$ cat src/rtl/evp_horner.sv
// evp_horner: evaluates a polynomial of degree N at signed point x with
// Horner's rule, streaming coefficients (highest order first) from an
// external buffer with one-cycle read latency.
// Ports:
//   clk, rst           clock, asynchronous active-low reset
//   start              begin an evaluation (sampled only in IDLE)
//   coef_base, degree  address of c_N and polynomial degree N
//   x                  evaluation point (two's complement)
//   rd_data            buffer read data, valid one cycle after rd_en
//   rd_en, rd_addr     buffer read strobe and address
//   rd_addr_data_EVP   read pointer after the last completed evaluation
//   result             polynomial value, held between completions
//   result_valid       one-cycle pulse when result is updated
//   busy               high in every state except IDLE
//   err                one-cycle pulse when start carries an illegal degree
module evp_horner #(
    parameter int unsigned buffer_size = 1024,
    parameter int unsigned word_size   = 16,
    parameter int unsigned max_degree  = 10
) (
    input  logic                           clk,
    input  logic                           rst,
    input  logic                           start,
    input  logic [$clog2(buffer_size)-1:0] coef_base,
    input  logic [3:0]                     degree,
    input  logic [word_size-1:0]           x,
    input  logic [word_size-1:0]           rd_data,
    output logic                           rd_en,
    output logic [$clog2(buffer_size)-1:0] rd_addr,
    output logic [$clog2(buffer_size)-1:0] rd_addr_data_EVP,
    output logic [word_size-1:0]           result,
    output logic                           result_valid,
    output logic                           busy,
    output logic                           err
);

    localparam int unsigned AW = $clog2(buffer_size);
    localparam int unsigned W  = word_size;

    localparam logic [1:0] IDLE  = 2'd0;
    localparam logic [1:0] FETCH = 2'd1;
    localparam logic [1:0] DRAIN = 2'd2;
    localparam logic [1:0] DONE  = 2'd3;

    logic [1:0]    state, state_d;
    logic [3:0]    k, k_d;
    logic [3:0]    deg_q, deg_d;
    logic [AW-1:0] base_q, base_d;
    logic [W-1:0]  x_q, x_d;
    logic [W-1:0]  acc, acc_d;
    logic          first, first_d;
    logic          rd_pend, rd_pend_d;
    logic          rd_en_d;
    logic [AW-1:0] rd_addr_d;
    logic [AW-1:0] ptr_d;
    logic [W-1:0]  result_d;
    logic          result_valid_d;
    logic          busy_d;
    logic          err_d;
    logic [W-1:0]  mac;

    // One Horner step on the beat currently on rd_data; the first beat just loads c_N.
    // Low word of the product is identical for signed and unsigned operands.
    assign mac = first ? rd_data : W'(acc * x_q) + rd_data;

    // Next-state and next-output logic
    always_comb begin
        state_d        = state;
        k_d            = k;
        deg_d          = deg_q;
        base_d         = base_q;
        x_d            = x_q;
        acc_d          = acc;
        first_d        = first;
        rd_pend_d      = rd_en;
        rd_en_d        = 1'b0;
        rd_addr_d      = rd_addr;
        ptr_d          = rd_addr_data_EVP;
        result_d       = result;
        result_valid_d = 1'b0;
        err_d          = 1'b0;

        case (state)
            IDLE: begin
                if (start) begin
                    if (32'(degree) > max_degree) begin
                        err_d = 1'b1;
                    end else begin
                        base_d    = coef_base;
                        deg_d     = degree;
                        x_d       = x;
                        rd_addr_d = coef_base;
                        rd_en_d   = 1'b1;
                        k_d       = 4'd0;
                        first_d   = 1'b1;
                        state_d   = FETCH;
                    end
                end
            end
            FETCH: begin
                if (rd_pend) begin
                    acc_d   = mac;
                    first_d = 1'b0;
                end
                if (k == deg_q) begin
                    state_d = DRAIN;
                end else begin
                    k_d       = k + 4'd1;
                    rd_addr_d = rd_addr + AW'(1);
                    rd_en_d   = 1'b1;
                end
            end
            DRAIN: begin
                // Last beat arrives now; publish so result_valid lands in DONE.
                acc_d          = mac;
                result_d       = mac;
                result_valid_d = 1'b1;
                ptr_d          = base_q + AW'(deg_q) + AW'(1);
                state_d        = DONE;
            end
            DONE: begin
                state_d = IDLE;
            end
            default: state_d = IDLE;
        endcase

        busy_d = (state_d != IDLE);
    end

    // State and registered outputs
    always_ff @(posedge clk or negedge rst) begin
        if (!rst) begin
            state            <= IDLE;
            k                <= '0;
            deg_q            <= '0;
            base_q           <= '0;
            x_q              <= '0;
            acc              <= '0;
            first            <= 1'b0;
            rd_pend          <= 1'b0;
            rd_en            <= 1'b0;
            rd_addr          <= '0;
            rd_addr_data_EVP <= '0;
            result           <= '0;
            result_valid     <= 1'b0;
            busy             <= 1'b0;
            err              <= 1'b0;
        end else begin
            state            <= state_d;
            k                <= k_d;
            deg_q            <= deg_d;
            base_q           <= base_d;
            x_q              <= x_d;
            acc              <= acc_d;
            first            <= first_d;
            rd_pend          <= rd_pend_d;
            rd_en            <= rd_en_d;
            rd_addr          <= rd_addr_d;
            rd_addr_data_EVP <= ptr_d;
            result           <= result_d;
            result_valid     <= result_valid_d;
            busy             <= busy_d;
            err              <= err_d;
        end
    end

endmodule

$ cat config.mk
export PLATFORM = sky130hd
export DESIGN_NAME = evp_horner
export DESIGN_NICKNAME = d
export VERILOG_FILES = /design/src/rtl/evp_horner.sv
export SDC_FILE = /design/constraint.sdc
export NUM_CORES = 1
export LEC_CHECK = 0
export ABC_CLOCK_PERIOD_IN_PS = 11100
export CAP_MARGIN = 10
export CORE_MARGIN = 2
export CORE_UTILIZATION = 59
export CTS_CLUSTER_DIAMETER = 80
export CTS_CLUSTER_SIZE = 25
export DETAILED_ROUTE_END_ITERATION = 6
export PLACE_DENSITY = 0.83
export SLEW_MARGIN = 20
export SYNTH_ARGS = -nofsm -noshare
export SYNTH_HDL_FRONTEND = slang
export SYNTH_SLANG_ARGS = --single-unit
$ cat constraint.sdc
create_clock -name clk -period 11.1 [get_ports clk]
set_input_delay 3.33 -clock clk [delete_from_list [all_inputs] [get_ports clk]]
set_output_delay 3.33 -clock clk [all_outputs]
set_load 0.03 [all_outputs]
# Word level (Yosys, flattened, before mapping)

Index checks and enable logic that the tools add are counted.

Bits in registers: 94
Input port bits: 49
Output and inout port bits: 40
Word-level logic and storage cells: 66

Add/sub/neg operators: 5
Multiply operators: 1
$lt $le $gt $ge: 1
Equality and inequality tests: 8
Mux-type cells: 27
Bitwise gates (word level): 1
Reductions and logical operators: 8

Operator list:

| kind                  | count |
|---|---|
| $mux 16               | 2 |
| $pmux 16 s2           | 1 |
| $mux 10               | 3 |
| $add 10x1->10 const B | 2 |
| $pmux 10 s2           | 1 |
| $add 16x16->16        | 1 |
| $mul 16x16->16        | 1 |
| $mux 4                | 3 |
| $add 10x4->10         | 1 |
| $mux 1                | 10 |
| $ne 2x2->1 const B    | 4 |
| $pmux 2 s4            | 1 |
| $pmux 4 s2            | 1 |
| $reduce_and 4->1      | 2 |
| $mux 2                | 3 |
| $reduce_bool 2->1     | 3 |
| $add 4x1->4 const B   | 1 |
| $eq 2x2->1 const B    | 2 |
| $eq 4x4->1            | 1 |
| $gt 4x4->1 const B    | 1 |
| $pmux 1 s2            | 2 |
| $reduce_and 3->1      | 1 |
| $eq 2x1->1 const B    | 1 |
| $logic_not 2->1       | 1 |
| 2 further kinds       | 2 |

# Depth between registers and ports, before layout

Gate-level depths: netlist (run 1).

Word-level depth: 5
Depth in mapped cells: 21
Gate-level depth less buffers: 21

# Worst setup path after synthesis (run 1)

Ideal clock, no wire load.

Path type: input-to-reg
From: in rd_data[10]
To: reg acc[14]
Library setup time: 96 ps
Data arrival time: 6973 ps
Data required time: 11004 ps
Path slack: 4032 ps
Cell stages on the path: 16
Path buffers: 0
Cell sequence: inv_1 > fa_1 > inv_1 > fa_1 > fa_1 > inv_1 > fa_1 > inv_1 > ha_1 > a21oi_1 > nor2b_1 > or4_1 > o22ai_1 > xnor2_1 > nor2_1 > o31ai_1

Word-level cells in the longest chain between the ends: 4

Ends and longest elaborated chain:

| element              | line | RTL |
|---|---|---|
| start, declared      | 27   | `input logic [word_size-1:0] rd_data,` |
| $add 16x16->16 *     | 64   | `assign mac = first ? rd_data : W'(acc * x_q) + rd_data;` |
| $mux 16 *            | 64   |  |
| $mux 16              | 101  | `if (rd_pend) begin` |
| $pmux 16 s2 *        | 83   | `case (state)` |
| end signal, assigned | 138  | `acc <= '0;` |
| end signal, assigned | 154  | `acc <= acc_d;` |
| end, declared        | 50   | `logic [W-1:0] acc, acc_d;` |

Every way passes the cells marked *; elsewhere a longest branch is shown, timed or not. The select of a mux whose other input is x is not followed.
A chain may end at the register's enable or synchronous reset.

# Final worst setup path (run 1)

From: in rd_data[3]
To: reg result[15]

Word-level cells in the longest chain between the ends: 2

Ends and longest elaborated chain:

| element              | line | RTL |
|---|---|---|
| $add 16x16->16       | 64   |  |
| $mux 16              | 64   |  |
| end signal, assigned | 160  | `result <= result_d;` |
| end, declared        | 31   | `output logic [word_size-1:0] result,` |

No other way between the ends.

==> results of run 1 <==
==> layer usage <==
layer | track usage [%] | vias up | share of wire [%]
met5 | 0 | - | 0
met4 | 11.8 | 0 | 3.5
met3 | 6.23 | 46 | 8.1
met2 | 47.2 | 241 | 48
met1 | 37.0 | 3139 | 40
li1 | - | 2943 | -
==> critical path, delay by kind of cell <==
kind            cells  cell delay, ns
fa+ha+maj           6            2.12
compound gates      5            1.17
buf+inv             6            0.80
simple gates        2            0.32
xor+xnor            1            0.18
==> cell type report <==
class                   count  area [sq um]  area share, %
clock inverters             3          67.6          0.692
inverters                 164           616           6.31
clock buffers              12           256           2.63
multi-input cells         618          5350           54.8
flip-flops and latches     94          2350           24.1
repair buffers             90           893           9.15
well taps                 180           225           2.31
==> cell families after synthesis <==
kind of cell             share of synthesized area (%)
multiplexers                                      4.18
buffers and inverters                             9.19
XOR/XNOR                                          5.90
adder cells (fa/ha/maj)                           31.0
AO/OA/AOI/OAI                                     7.65
flip-flops                                        27.8
AND/OR/NAND/NOR                                   14.3
==> sequential cells by signal, summed over array words and instances (netlist names), 2 cells and up <==
name / cells
x_q: 16
state: 2
rd_addr_data_EVP: 10
k: 4
rd_addr: 10
base_q: 10
result: 16
deg_q: 4
acc: 16
==> cells in the mapped netlist, types with 2 or more instances <==
cell type,instances
a21o_1,7
a21oi_1,40
a31oi_1,3
and2_1,54
and3_1,2
buf_4,2
buf_6,3
clkbuf_1,28
dfrtp_1,94
fa_1,95
ha_1,58
inv_1,164
mux2_2,27
mux2i_1,5
nand2_1,148
nand2_2,2
nand2b_1,4
nand3_1,11
nor2_1,30
nor2b_1,7
nor3_1,5
o21a_1,5
o21ai_0,42
o21bai_1,2
o22ai_1,4
o31ai_1,4
xnor2_1,36
xnor2_2,3
xor2_1,11
==> cell usage in the layout (no fill, tap or decap), types with 4 or more instances in the layout <==
| cell type | n |
|---|---|
| a21o_1 | 7 |
| a21oi_1 | 39 |
| and2_1 | 54 |
| clkbuf_16 | 9 |
| clkdlybuf4s50_1 | 87 |
| dfrtp_1 | 94 |
| fa_1 | 95 |
| ha_1 | 58 |
| inv_1 | 164 |
| mux2_2 | 27 |
| mux2i_1 | 5 |
| nand2_1 | 148 |
| nand3_1 | 11 |
| nor2_1 | 30 |
| nor2b_1 | 7 |
| nor3_1 | 5 |
| o21a_1 | 5 |
| o21ai_0 | 42 |
| o22ai_1 | 4 |
| o31ai_1 | 4 |
| xnor2_1 | 36 |
| xor2_1 | 11 |
==> worst min path at each step <==
stage / from / cells past startpoint / slack, ns / endpoint
after floorplan: acc[15] / 2 / 0.45 / acc[15]
after global placement: rd_en / 0 / 0.40 / rd_pend
after detailed placement: rd_en / 0 / 0.40 / rd_pend
after CTS: rd_en / 0 / 0.42 / rd_pend
after global routing: rd_en / 0 / 0.43 / rd_pend
final: rd_en / 0 / 0.42 / rd_pend
==> through the flow <==
| stage | utilization, % | hold WS (ns) |
|---|---|---|
| floorplan | - | 0.449 |
| detailed placement | 67.7 | 0.399 |
| global route | 70.0 | 0.430 |
| CTS | 70.0 | 0.416 |
| finish | 70.0 | 0.420 |
| global placement | 67.7 | 0.399 |
==> summary.md, run 1 <==
| Metric | Value |
|---|---|
| Outcome | complete, no violations |
| Reg-to-reg slack, setup | 5.17 ns |
| Final wirelength | 19.8 mm |
| Vias in the first global route | 6628 |
| Final Cycle Share | 69.2% |
| Post-synth top area cell | dfrtp_1 |
| Clock skew | 0.00685 ns |
| Fin cells | 1161 |
| RR Startpoint | acc[4] |
| Synth warnings | 0 |
| CTS tree | done |
| Final Hold Fails | 0 |
| Post-CTS setup buffer count | 0 |
| Max Cap Violations | 0 |
| Top FF cell, synth | dfrtp_1 |
| Setup ws final | 3.42 ns |
| Crit path max fanout | 3 |
| Share of layout cells above drive strength 1 | 5.30% |
| Initial DRC count | 366 |
| Sequential share of the synthesized area | 27.8% |
| Area contributors post-synth | dfrtp_1 28%, fa_1 22%, ha_1 8.6%, inv_1 7.3%, nand2_1 6.6% |
| Fillcell total | 1024 |
| Worst relative slew slack | 28.4% |
| Cts bufs inserted | 9 |
| Area Growth Syn to Fin | 15.3% |
| Vias | 6369 |
| DP HPWL | 14.7 mm |
| Final setup fails | 0 |
| Worst-margin pin slew | 1.07 ns |
| Die H | 124 microns |
| RSZ-0062 raised after global routing | no |
| Fin Setup TNS | 0 ns |
| Router iterations before antenna repair | 5 |
| Tmin final | 7.68 ns |
| Layout Nets | 1179 |
| Largest net degree at the start of global routing | 77 |
| Total gr overflow | 0 |
| Crit path launch | rd_data[3] |
| Diodes inserted | 0 |
| Critical path arrival | 7.92 ns |
| Cts hold-fix bufs | 0 |
| Pre-CTS worst setup slack | 3.15 ns |
| Clock Sink Count | 94 |
| Core Footprint | 13900 sq um |
| ANT nets after route | 0 |
| Critical path startpoint category | input pin |
| CTS max path bufs | 2 |
| CP max stage cell | fa_1 |
| RD Place Congestion | 0.930 |
| Ports | 89 |
| Clk_lat worst skew | 0.34 ns |
| Setup crit end | result[15] |
| Die area | 15300 sq um |
| Critical path type | input pin to flip-flop |
| WL per Instance | 17.0 microns |
| Ys async rst share | 100% |
| Most Frequent Cell on Critical Path | inv_1 |
| FF-to-FF End | result[14] |
| Syn nets | 1113 |
| Rows | 43 |
| Crit end category | flip-flop |
| Overall die width | 124 microns |
| CTS root buf | clkbuf_16 |
| Cells on worst reg2reg path | 19 |
| Total track usage | 28.7% |
| CP max stage delay | 0.52 ns |
| Post-synth EDFFs | 0 |
| Yosys top cell area share | 27.8% |
| Crit-path cells | clkdlybuf4s50_1 > inv_1 > fa_1 > inv_1 > ha_1 > ha_1 > inv_1 > fa_1 > inv_1 > ha_1 > inv_1 > fa_1 > nor2b_1 > o31a_1 > o2111ai_1 > a31oi_1 > a31oi_1 > xnor2_1 > nor2_1 > o31ai_1 |
| Fmax | 0.130 GHz |
| Post-placement cell count | 1146 |
| Starting Density | 60.8% |
| Worst EP required | 11.34 ns |
| H-tree Lvls | 3 |
| IO buf count | 88 |
| Via/cell ratio | 5.49 |
| Worst min path class | flip-flop to flip-flop |
| Mapped Area | 8470 sq um |
| Dpl cell area | 9440 sq um |
| Clock transition at the registers of the reported paths | 0.07 ns |
| Antenna violations before repair | 0 |
| Post-Synthesis Cells | 911 |
| Syn Area/Cell | 9.29 sq um |
| Residual DRC | 0 |
| PostCTS Resize Cnt | 0 |
| Library cells used by synthesis | 44 |
| Design area | 9760 sq um |
| Max-slew violations | 0 |
| Synthesis-stage register bit count | 94 |
| First-pass GRT wire length | 33.0 mm |
Power of run 1 is left out: the tool's default activity adds up to more than one toggle a clock period on the data nets, which glitch-free logic cannot reach.
==> run 2, diff against run 1 <==
--- a/config.mk
+++ b/config.mk
@@ -5,7 +5,7 @@
 export SDC_FILE = /design/constraint.sdc
 export NUM_CORES = 1
 export LEC_CHECK = 0
-export ABC_CLOCK_PERIOD_IN_PS = 11100
+export ABC_CLOCK_PERIOD_IN_PS = 7400
 export CAP_MARGIN = 10
 export CORE_MARGIN = 2
 export CORE_UTILIZATION = 59
==> constraint.sdc (replaced) <==
create_clock -name clk -period 7.4 [get_ports clk]
set_input_delay 2.22 -clock clk [delete_from_list [all_inputs] [get_ports clk]]
set_output_delay 2.22 -clock clk [all_outputs]
set_load 0.03 [all_outputs]
==> run 2 against run 1 <==
Effect of this change:
- cell count is the same
- count of clock-buffer cells in the layout is the same
- final area shrank 0.24%
- register-to-register slack lost 3.7 ns
- clock skew grew 0.0029 ns
- worst hold slack lost 0.0011 ns
- first-iteration DRC count grew 3.6%
- worst setup slack lost 2.5 ns
- sequential share of layout area grew 0.059 points
- non-clock buffer count is the same
==> summary.md, run 2 (synthesis results as in run 1) <==
| Metric | Value |
|---|---|
| Fin Setup TNS | 0 ns |
| Crit end category | flip-flop |
| Worst hold stages | 0 |
| Crit path launch | rd_data[3] |
| HP Start | rd_en |
| Final setup fails | 0 |
| WL per Instance | 17.4 microns |
| Die area | 15300 sq um |
| ANT nets after route | 0 |
| Metal2 WL | 9.92 mm |
| Highest metal layer with signal wires | met4 |
| CP max stage delay | 0.53 ns |
| Starting Density | 60.8% |
| Clock skew | 0.00979 ns |
| Antenna violations before repair | 0 |
| CTS tree | done |
| Worst relative slew slack | 28.6% |
| H-tree Lvls | 3 |
| CTS root buf | clkbuf_16 |
| Die H | 124 microns |
| Vias | 6421 |
| CP Buf/Inv Count | 6 |
| Ports | 89 |
| Diodes inserted | 0 |
| Tmin final | 6.52 ns |
| Top Family by Delay on Critical Path | adder cells |
| Final wirelength | 20.2 mm |
| Cts hold-fix bufs | 0 |
| RR Startpoint | x_q[3] |
| Post-CTS setup buffer count | 0 |
| Critical path arrival | 6.76 ns |
| Crit path max fanout | 3 |
| Post-placement cell count | 1146 |
| Total gr overflow | 0 |
| Layout Nets | 1179 |
| Worst-margin pin slew | 1.07 ns |
| Commonest non-fill, non-tap cells in the layout | 164 x inv_1, 148 x nand2_1, 95 x fa_1 |
| Core Footprint | 13900 sq um |
| CTS max path bufs | 2 |
| Final Cycle Share | 88.1% |
| Crit-path cells | clkdlybuf4s50_1 > inv_1 > fa_1 > inv_1 > ha_1 > ha_1 > inv_1 > fa_1 > inv_1 > ha_1 > inv_1 > fa_1 > nor2b_1 > o31a_1 > o2111ai_1 > a31oi_1 > a31oi_1 > xnor2_1 > nor2_1 > o31ai_1 |
| Cts bufs inserted | 9 |
| Fmax | 0.153 GHz |
| Via/cell ratio | 5.53 |
| Router iterations before antenna repair | 5 |
| First-pass GRT wire length | 33.2 mm |
| Cells on worst reg2reg path | 18 |
| Clock transition at the registers of the reported paths | 0.06 ns |
| Fillcell total | 1055 |
| M1 WL | 8.03 mm |
| Max-slew violations | 0 |
| Clk_lat worst skew | 0.34 ns |
| Final Hold Fails | 0 |
| Vias in the first global route | 6610 |
| Critical path type | input pin to flip-flop |
| Fin cells | 1161 |
| Top Registers | acc: 16 flops, result: 16 flops, x_q: 16 flops |
| Overall die width | 124 microns |
| DP HPWL | 14.9 mm |
| Most Frequent Cell on Critical Path | inv_1 |
| Initial DRC count | 379 |
| Outcome | complete, no violations |
| Total track usage | 28.7% |
| Residual DRC | 0 |
| IO buf count | 88 |
| Reg-to-reg slack, setup | 1.46 ns |
| Area Growth Syn to Fin | 15.0% |
| Routed wl met3 | 1.75 mm |
| Commonest non-fill, non-tap cell in the layout | inv_1 |
| RSZ-0062 raised after global routing | no |
| Share of layout cells above drive strength 1 | 5.30% |
| Worst min path class | flip-flop to flip-flop |
| Largest net degree at the start of global routing | 77 |
| Worst EP required | 7.64 ns |
| PostCTS Resize Cnt | 0 |
| Rows | 43 |
| RD Place Congestion | 0.930 |
| Critical path startpoint category | input pin |
| CP max stage cell | fa_1 |
| Clock Sink Count | 94 |
| Stages on worst setup path | 20 |
| Max Cap Violations | 0 |
run 2: changes by cell type in the layout (fill, tap and decap cells not counted):
cell,change
bufinv_16,-1
clkinv_2,+1
clkinv_4,+1
clkinvlp_4,-1
run 2: final timing paths:
kind	end
max	result[15]
min	rd_pend
max in group asynchronous	result[11]
min in group asynchronous	rd_addr[5]
min reg2reg	rd_pend
max reg2reg	result[14]
run 2: stage by stage:
stage / instance area, sq um / hold WS (ns) / setup WS (ns) / util [%]
CTS: 9740 / 0.417 / 0.914 / 69.9
finish: 9740 / 0.419 / 0.880 / 69.9
detailed placement: 9440 / 0.399 / 0.603 / 67.7
floorplan: 8470 / 0.449 / 1.44 / -
global placement: 9440 / 0.399 / 0.719 / 67.7
global route: 9740 / 0.429 / 0.551 / 69.9
run 2: cell type report:
| cell class | count | area (sq um) | share of cell area, % |
|---|---|---|---|
| repair buffers | 90 | 893 | 9.18 |
| multi-input cells | 618 | 5350 | 54.9 |
| flip-flops and latches | 94 | 2350 | 24.2 |
| inverters | 164 | 616 | 6.32 |
| well taps | 180 | 225 | 2.31 |
| clock buffers | 12 | 256 | 2.63 |
| clock inverters | 3 | 43.8 | 0.450 |
run 2: per-layer routing:
| layer | GRT usage [%] | vias to the layer above |
|---|---|---|
| li1 | - | 2945 |
| met1 | 37.9 | 3148 |
| met2 | 47.3 | 284 |
| met3 | 6.14 | 44 |
| met4 | 10.0 | 0 |
| met5 | 0 | - |
Power of run 2 is left out for the same reason.
==> run 3, diff against run 2 <==
--- a/config.mk
+++ b/config.mk
@@ -5,7 +5,6 @@
 export SDC_FILE = /design/constraint.sdc
 export NUM_CORES = 1
 export LEC_CHECK = 0
-export ABC_CLOCK_PERIOD_IN_PS = 7400
 export CAP_MARGIN = 10
 export CORE_MARGIN = 2
 export CORE_UTILIZATION = 59
==> results of run 3 <==
The final DEF is identical to that of run 2; final timing and power are the same.
Power of run 3 is left out for the same reason.
